`config.mk`:
```
export PLATFORM = sky130hd
export DESIGN_NAME = alu_cmd_seq
export DESIGN_NICKNAME = d
export VERILOG_FILES = /design/src/rtl/alu_cmd_seq.sv
export SDC_FILE = /design/constraint.sdc
export NUM_CORES = 1
export LEC_CHECK = 0
export ABC_AREA = 1
export CORE_MARGIN = 3
export CORE_UTILIZATION = 35
export CTS_CLUSTER_DIAMETER = 30
export DETAILED_ROUTE_END_ITERATION = 12
export GPL_TIMING_DRIVEN = 0
export RECOVER_POWER = 50
export SETUP_SLACK_MARGIN = 0.15
export SLEW_MARGIN = 20
export SYNTH_ARGS = -nofsm -noshare
export SYNTH_HDL_FRONTEND = slang
export SYNTH_SLANG_ARGS = --single-unit
```
`constraint.sdc`:
```
create_clock -name clk -period 1.5 [get_ports clk]
set_input_delay 0.225 -clock clk [delete_from_list [all_inputs] [get_ports clk]]
set_output_delay 0.225 -clock clk [all_outputs]
set_load 0.01 [all_outputs]
```
`src/rtl/alu_cmd_seq.sv`:
```
// Command sequencer for the 4-bit ALU: accepts an operation, drives registered operands,
// waits LAT settle cycles, captures result/flags and presents them until consumed.
module alu_cmd_seq #(
   parameter int LAT = 0
) (
   input  logic       clk,
   input  logic       rst_n,
   input  logic       in_valid,
   output logic       in_ready,
   input  logic [3:0] in_a,
   input  logic [3:0] in_b,
   input  logic [2:0] in_op,
   output logic [3:0] alu_a,
   output logic [3:0] alu_b,
   output logic [2:0] alu_ctrl,
   input  logic [3:0] alu_res,
   input  logic       alu_car,
   input  logic       alu_of,
   output logic       out_valid,
   input  logic       out_ready,
   output logic [3:0] out_res,
   output logic       out_car,
   output logic       out_of,
   output logic [2:0] out_op,
   output logic [7:0] op_cnt,
   output logic       sticky_of,
   input  logic       clr_sticky
);

   localparam logic [3:0] SETTLE = 4'(LAT);

   typedef enum logic [1:0] {
      IDLE = 2'd0,
      EXEC = 2'd1,
      RESP = 2'd2
   } state_t;

   state_t     state;
   logic [3:0] cnt;
   logic       accept;
   logic       capture;
   logic       handshake;

   // Ready is a pure decode so a consumed response can be replaced on the same edge.
   assign in_ready  = (state == IDLE) | ((state == RESP) & out_ready);
   assign out_valid = (state == RESP);
   assign accept    = in_valid & in_ready;
   assign capture   = (state == EXEC) & (cnt == 4'd0);
   assign handshake = (state == RESP) & out_ready;

   always_ff @(posedge clk or negedge rst_n) begin
      if (!rst_n) begin
         state     <= IDLE;
         cnt       <= 4'd0;
         alu_a     <= 4'd0;
         alu_b     <= 4'd0;
         alu_ctrl  <= 3'd0;
         out_res   <= 4'd0;
         out_car   <= 1'b0;
         out_of    <= 1'b0;
         out_op    <= 3'd0;
         op_cnt    <= 8'd0;
         sticky_of <= 1'b0;
      end else begin
         case (state)
            IDLE: begin
               if (accept) begin
                  alu_a    <= in_a;
                  alu_b    <= in_b;
                  alu_ctrl <= in_op;
                  cnt      <= SETTLE;
                  state    <= EXEC;
               end
            end
            EXEC: begin
               if (capture) begin
                  out_res <= alu_res;
                  out_car <= alu_car;
                  out_of  <= alu_of;
                  out_op  <= alu_ctrl;
                  state   <= RESP;
               end else begin
                  cnt <= cnt - 4'd1;
               end
            end
            RESP: begin
               if (handshake) begin
                  op_cnt <= op_cnt + 8'd1;
                  if (accept) begin
                     alu_a    <= in_a;
                     alu_b    <= in_b;
                     alu_ctrl <= in_op;
                     cnt      <= SETTLE;
                     state    <= EXEC;
                  end else begin
                     state <= IDLE;
                  end
               end
            end
            default: state <= IDLE;
         endcase

         // A fresh overflow outranks a clear arriving on the same edge.
         if (capture && alu_of) begin
            sticky_of <= 1'b1;
         end else if (clr_sticky) begin
            sticky_of <= 1'b0;
         end
      end
   end

endmodule

```
=== Yosys cells after proc, flatten, opt, wreduce, memory -nomap -nowiden ===
Cells that the tools add are included.

* Bits in registers: 35
* Logic and storage cells: 54
* Input port bits: 22
* Output and inout port bits: 31

* Multiplexer cells: 20
* $add $sub $neg: 2
* Bitwise operators: 4
* Reductions and logical operators: 11
* Equality and inequality tests: 6

{| class="wikitable"
|+ Operators with widths
! operator !! number
|-
| 2-to-1 mux 4 bit || 7
|-
| one-hot mux 4 bit (2 select lines) || 2
|-
| one-hot mux 4 bit (3 select lines) || 1
|-
| adder 8 x 1 -> 8 bit (second input constant) || 1
|-
| 2-to-1 mux 2 bit || 3
|-
| 2-to-1 mux 3 bit || 2
|-
| != test 2 bit (second input constant) || 3
|-
| one-hot mux 2 bit (3 select lines) || 1
|-
| one-hot mux 3 bit (2 select lines) || 1
|-
| AND reduction 2 bit || 3
|-
| AND reduction 3 bit || 2
|-
| zero test 4 bit || 1
|-
| nonzero test 2 bit || 2
|-
| subtractor 4 x 1 -> 4 bit (second input constant) || 1
|-
| AND 1 bit || 3
|-
| 2-to-1 mux 1 bit || 3
|-
| nonzero test 3 bit || 1
|-
| equality test 2 x 1 -> 1 bit (second input constant) || 1
|-
| equality test 2 bit (second input constant) || 1
|-
| zero test 2 bit || 1
|-
| != test 2 x 1 -> 1 bit (second input constant) || 1
|-
| logical AND 1 bit || 1
|-
| bitwise OR 1 bit || 1
|}

=== Depth between registers and ports, before layout ===
Gate-level depths: netlist of the first run.

* Depth in word-level cells: 7
* Mapped depth: 8
* Mapped depth without buffers: 7

=== Worst setup path after synthesis of the first run ===
OpenSTA, ideal clock, no wires.

* Kind: register to register
* Start: register cnt[0]
* End: register out_car
* Arrival time: 1.135 ns
* Cell stages (with the launch flop): 9
* Slack: 0.248 ns
* Setup time: 0.117 ns
* Buffers on the path: 1
* Required time: 1.383 ns
* Clock period less this slack: 1.252 ns
* Path through: dfrtp_1 inv_1 ha_1 nand2_2 nor2_8 inv_2 buf_6 nand2_1 nand2_1

* Cells in the longest elaborated chain, start to end: 3

{| class="wikitable"
|+ RTL lines
! element !! RTL line !! text
|-
| start, declared || 39 || <nowiki>logic [3:0] cnt;</nowiki>
|-
| start signal, assigned || 83 || <nowiki>cnt <= cnt - 4'd1;</nowiki>
|-
| zero test 4 bit || 48 || <nowiki>assign capture = (state == EXEC) & (cnt == 4'd0);</nowiki>
|-
| AND 1 bit || 48 ||
|-
| AND reduction 2 bit (no source line) || n/a ||
|-
| end signal, assigned || 78 || <nowiki>out_car <= alu_car;</nowiki>
|-
| end, declared || 22 || <nowiki>output logic out_car,</nowiki>
|}

Every way passes these cells.
A chain may end at the register's enable or synchronous reset.

=== Final worst setup path of the first run ===
* Start: register state[1]
* End: output port in_ready

* Cells in the longest elaborated chain, start to end: 3
* Elaborated cells on any way between the ends: 4
* Those cells by class: 1 x eq/ne; 2 x bitwise; 1 x reduce/logical

{| class="wikitable"
|+ RTL lines
! element !! RTL line !! text
|-
| start, declared || 38 || <nowiki>state_t state;</nowiki>
|-
| start signal, assigned || 53 || <nowiki>state <= IDLE;</nowiki>
|-
| start signal, assigned || 72 || <nowiki>state <= EXEC;</nowiki>
|-
| start signal, assigned || 81 || <nowiki>state <= RESP;</nowiki>
|-
| equality test 2 bit || 45 || <nowiki>assign in_ready = (state == IDLE) | ((state == RESP) & out_ready);</nowiki>
|-
| AND 1 bit || 45 ||
|-
| bitwise OR 1 bit (*) || 45 ||
|-
| end, declared || 9 || <nowiki>output logic in_ready,</nowiki>
|}

Mark *: on every way between the ends. The rest lies on a longest branch, timed or not.

==> results.cfg, run 1 <==
[logic_synthesis]
async_reset_ff_share_pct = 100
synth_enable_flop_cells = 0
post_synth_inst_count = 173
synthFlopType = dfrtp_1
post_synth_main_area_contributors = dfrtp_1 56%, nand2_1 16%, nand3_1 6.5%, inv_1 3.1%, ha_1 2.4%
yosys.cell_types.count = 22
synthesis.nets = 198
netlist_area_um2 = 1550
ys_warn_count = 0
ys_ff_latch = 35
seq_area_frac_synth_pct = 56.5
synth.largest_area_cell = dfrtp_1
post-synth-top-area-fraction_pct = 56.5
post-synth-top-count-cell = nand2_1
syn-mean-instance-area_um2 = 8.97
synth_commonest_cells = 67 x nand2_1, 35 x dfrtp_1, 20 x nand3_1, 13 x inv_1, 7 x nor2_1

[sta]
slew_headroom_pct = 56.9
setup_viol = 0
period_share_pct = 90.3
layout_setup_ws_ns = 0.146
fin_crit_ns = 1.35
finalHoldViolCount = 0
setup_repair_after_global_routing_missed_its_margin = yes
fin_hold_ws_ns = 0.402
worst_slew_pin_slew_ns = 0.647
skew_ns = 0.00656
slew_violations = 0
achievable-frequency_ghz = 0.738

[placement]
detailed_place_hpwl_mm = 2.31
placedCellCount = 276
io_buffer_count = 52
gp_routability_congestion = 0.737
placement.setup.worst_slack_ns = -0.584

[global_route]
global_route.usage.total_pct = 14.1
grt_start_max_net_pins = 27
number_of_global_route_vias_before_repair = 1266
antenna_found_initial = 0
grt.overflow.total = 0
grt_first_pass_wirelength_mm = 5.65

[hold_path]
hp-class = in2reg

[power]
p_leak_nw = 1.25
internal_power_mw = 2.67
proportion_of_power_drawn_by_the_clock_network_pct = 15.9
combinational_fraction_of_design_power_pct = 48.0
peakVddDrop_mv = 0.899
cellPowerDensity_nw_per_um2 = 1810
seq_power_share_pct = 36.1
p_switching_mw = 1.62
netSwitchingFraction_pct = 37.8

[worst_setup_path]
timing.critical_path.slowest_cell_delay_ns = 0.44
timing_worst_setup_path_type = reg2out
crit_path_end_kind = primary output
path_cells = a21oi_4 > buf_6 > buf_6
critical_path.top_delay_family = flip-flops
cp_required_ns = 1.27
cp_common_cell = buf_6
crit_path_start_kind = register
worstPathArrival_ns = 1.13
critical_path.slowest_cell = dfrtp_2
crit_buf_inv = 2
crit_fanout = 5
rrSetupSlack_ns = 0.17

[final_layout]
synthToLayoutAreaGrowth_pct = 52.9
multiInputGateArea_um2 = 628
insertedDiodeCount = 0
final-seq-area_um2 = 878
fillerInstances = 386
layout-drive-gt1-share_pct = 19.3
instances_no_fill = 299
nets = 274

[clock_tree]
tritoncts_num_sinks = 35
cts_max_level = 2
clk_transition_reported_paths_ns = 0.07
cts_tree = yes
numCtsBuffers = 5
cts.root.buffer_cell = clkbuf_8
worstSkewPairLatency_ns = 0.28
max-clock-path-buffers = 2

[floorplanning]
die_y_um = 72.6
rows = 23
start_util_pct = 37.4
fp.dieArea_um2 = 5270
core_region_area_um2 = 4140
num_io_pins = 53
die_w_um = 72.6

[detailed_routing]
route.antenna.remaining_nets = 0
first_pass_iters = 4
detailedRoute.firstIterationViolations = 78
detail_route.drc_violations = 0
vias = 1342
detail_route.vias_per_cell = 4.49
routedWlPerCell_um = 11.5
final_wirelength_mm = 3.44

[run_status]
outcome = complete, no violations

[run]
maxCapViolCount = 0
[through the flow]
step                      total power, mW  setup TNS (ns)  instance area [µm²]  util, %
after floorplan                      2.57               0                 1550        -
after global placement               3.48          -24.37                 2130     51.5
after detailed placement             3.51           -1.79                 2150     51.9
after CTS                            4.15               0                 2280     55.1
after global routing                 4.65               0                 2370     57.2
final                                4.30               0                 2370     57.2
[cell usage in the layout (no fill, tap or decap), types with 5 or more instances in the layout]
cell type and n:
buf_4 13, buf_6 5, clkbuf_8 6, clkdlybuf4s50_1 19, dfrtp_1 33, dlygate4sd2_1 30
inv_1 12, nand2_1 66, nand3_1 18, nor2_1 5
[power by group through the flow]
| stage | clock, mW | sequential [mW] | combinational, mW |
|---|---|---|---|
| 2_1_floorplan | 0 | 1.71 | 0.860 |
| 3_3_place_gp | 0 | 1.59 | 1.90 |
| 3_5_place_dp | 0 | 1.59 | 1.92 |
| 4_1_cts | 0.716 | 1.55 | 1.88 |
| 5_1_grt | 0.758 | 1.61 | 2.28 |
| 6_report | 0.681 | 1.55 | 2.06 |
[cell type report]
cell class | instances | area share [%]
sequential | 35 | 37.0
multi-input combinational | 118 | 26.5
timing repair buffer | 69 | 25.9
clock buffer | 6 | 3.48
inverter | 16 | 2.64
tap | 50 | 2.64
buffer | 4 | 1.58
clock inverter | 1 | 0.211
[per-layer routing]
| layer | global-route usage (%) | part of all wire, % | up-vias |
|---|---|---|---|
| li1 | - | - | 701 |
| met1 | 18.0 | 47 | 596 |
| met2 | 21.0 | 44 | 41 |
| met3 | 5.10 | 7.6 | 4 |
| met4 | 6.76 | 0.84 | 0 |
| met5 | 0 | 0 | - |
[worst paths after layout]
| check | from | endpoint | depth (start not counted) |
|---|---|---|---|
| worst max-delay path | state[1]$_DFFE_PN0P_ | in_ready | 3 |
| worst min-delay path | out_ready | op_cnt[1]$_DFFE_PN0P_ | 3 |
| worst max register to register | state[1]$_DFFE_PN0P_ | alu_b[1]$_DFFE_PN0P_ | 7 |
| worst min register to register | out_op[1]$_DFFE_PN0P_ | out_op[1]$_DFFE_PN0P_ | 2 |
| max in group asynchronous | rst_n | op_cnt[2]$_DFFE_PN0P_ | 3 |
| min in group asynchronous | rst_n | alu_a[2]$_DFFE_PN0P_ | 2 |
[flip-flops by register name (all words and copies together) (netlist names)]
name and flops:
out_of 1, out_res 4, alu_ctrl 3, alu_a 4, out_op 3, alu_b 4
op_cnt 8, cnt 4, sticky_of 1, state 2, out_car 1
[tightest hold or removal path: stages]
cell and delay [ns]:
dlygate4sd2_1 0.28, nand3_1 0.09, nand2_1 0.04
[kinds of logic after synthesis]
kind of cell             count (synthesis)  share of synthesized area (%)
AO/OA/AOI/OAI                            7                           2.74
AND/OR/NAND/NOR                        104                           30.5
adder cells (fa/ha/maj)                  3                           2.42
flip-flops                              35                           56.5
buffers and inverters                   20                           5.64
XOR/XNOR                                 4                           2.26
[what timing repair did]
item,4_1_cts,5_1_grt
pin swaps,3,6
hold buffers,1,0
endpoints found under the setup margin,39,17
endpoints found under the hold margin,9,0
resized for setup,43,14
buffers inserted,8,7
cloned,0,0
No activity file was read; power rests on OpenSTA's default activity.
==> run 2, diff against run 1 <==
--- a/config.mk
+++ b/config.mk
@@ -8,7 +8,7 @@
 export ABC_AREA = 1
 export CORE_MARGIN = 3
 export CORE_UTILIZATION = 35
-export CTS_CLUSTER_DIAMETER = 30
+export CTS_CLUSTER_DIAMETER = 120
 export DETAILED_ROUTE_END_ITERATION = 12
 export GPL_TIMING_DRIVEN = 0
 export RECOVER_POWER = 50
==> results of run 2 <==
The final DEF is identical to that of run 1; final timing and power are the same.
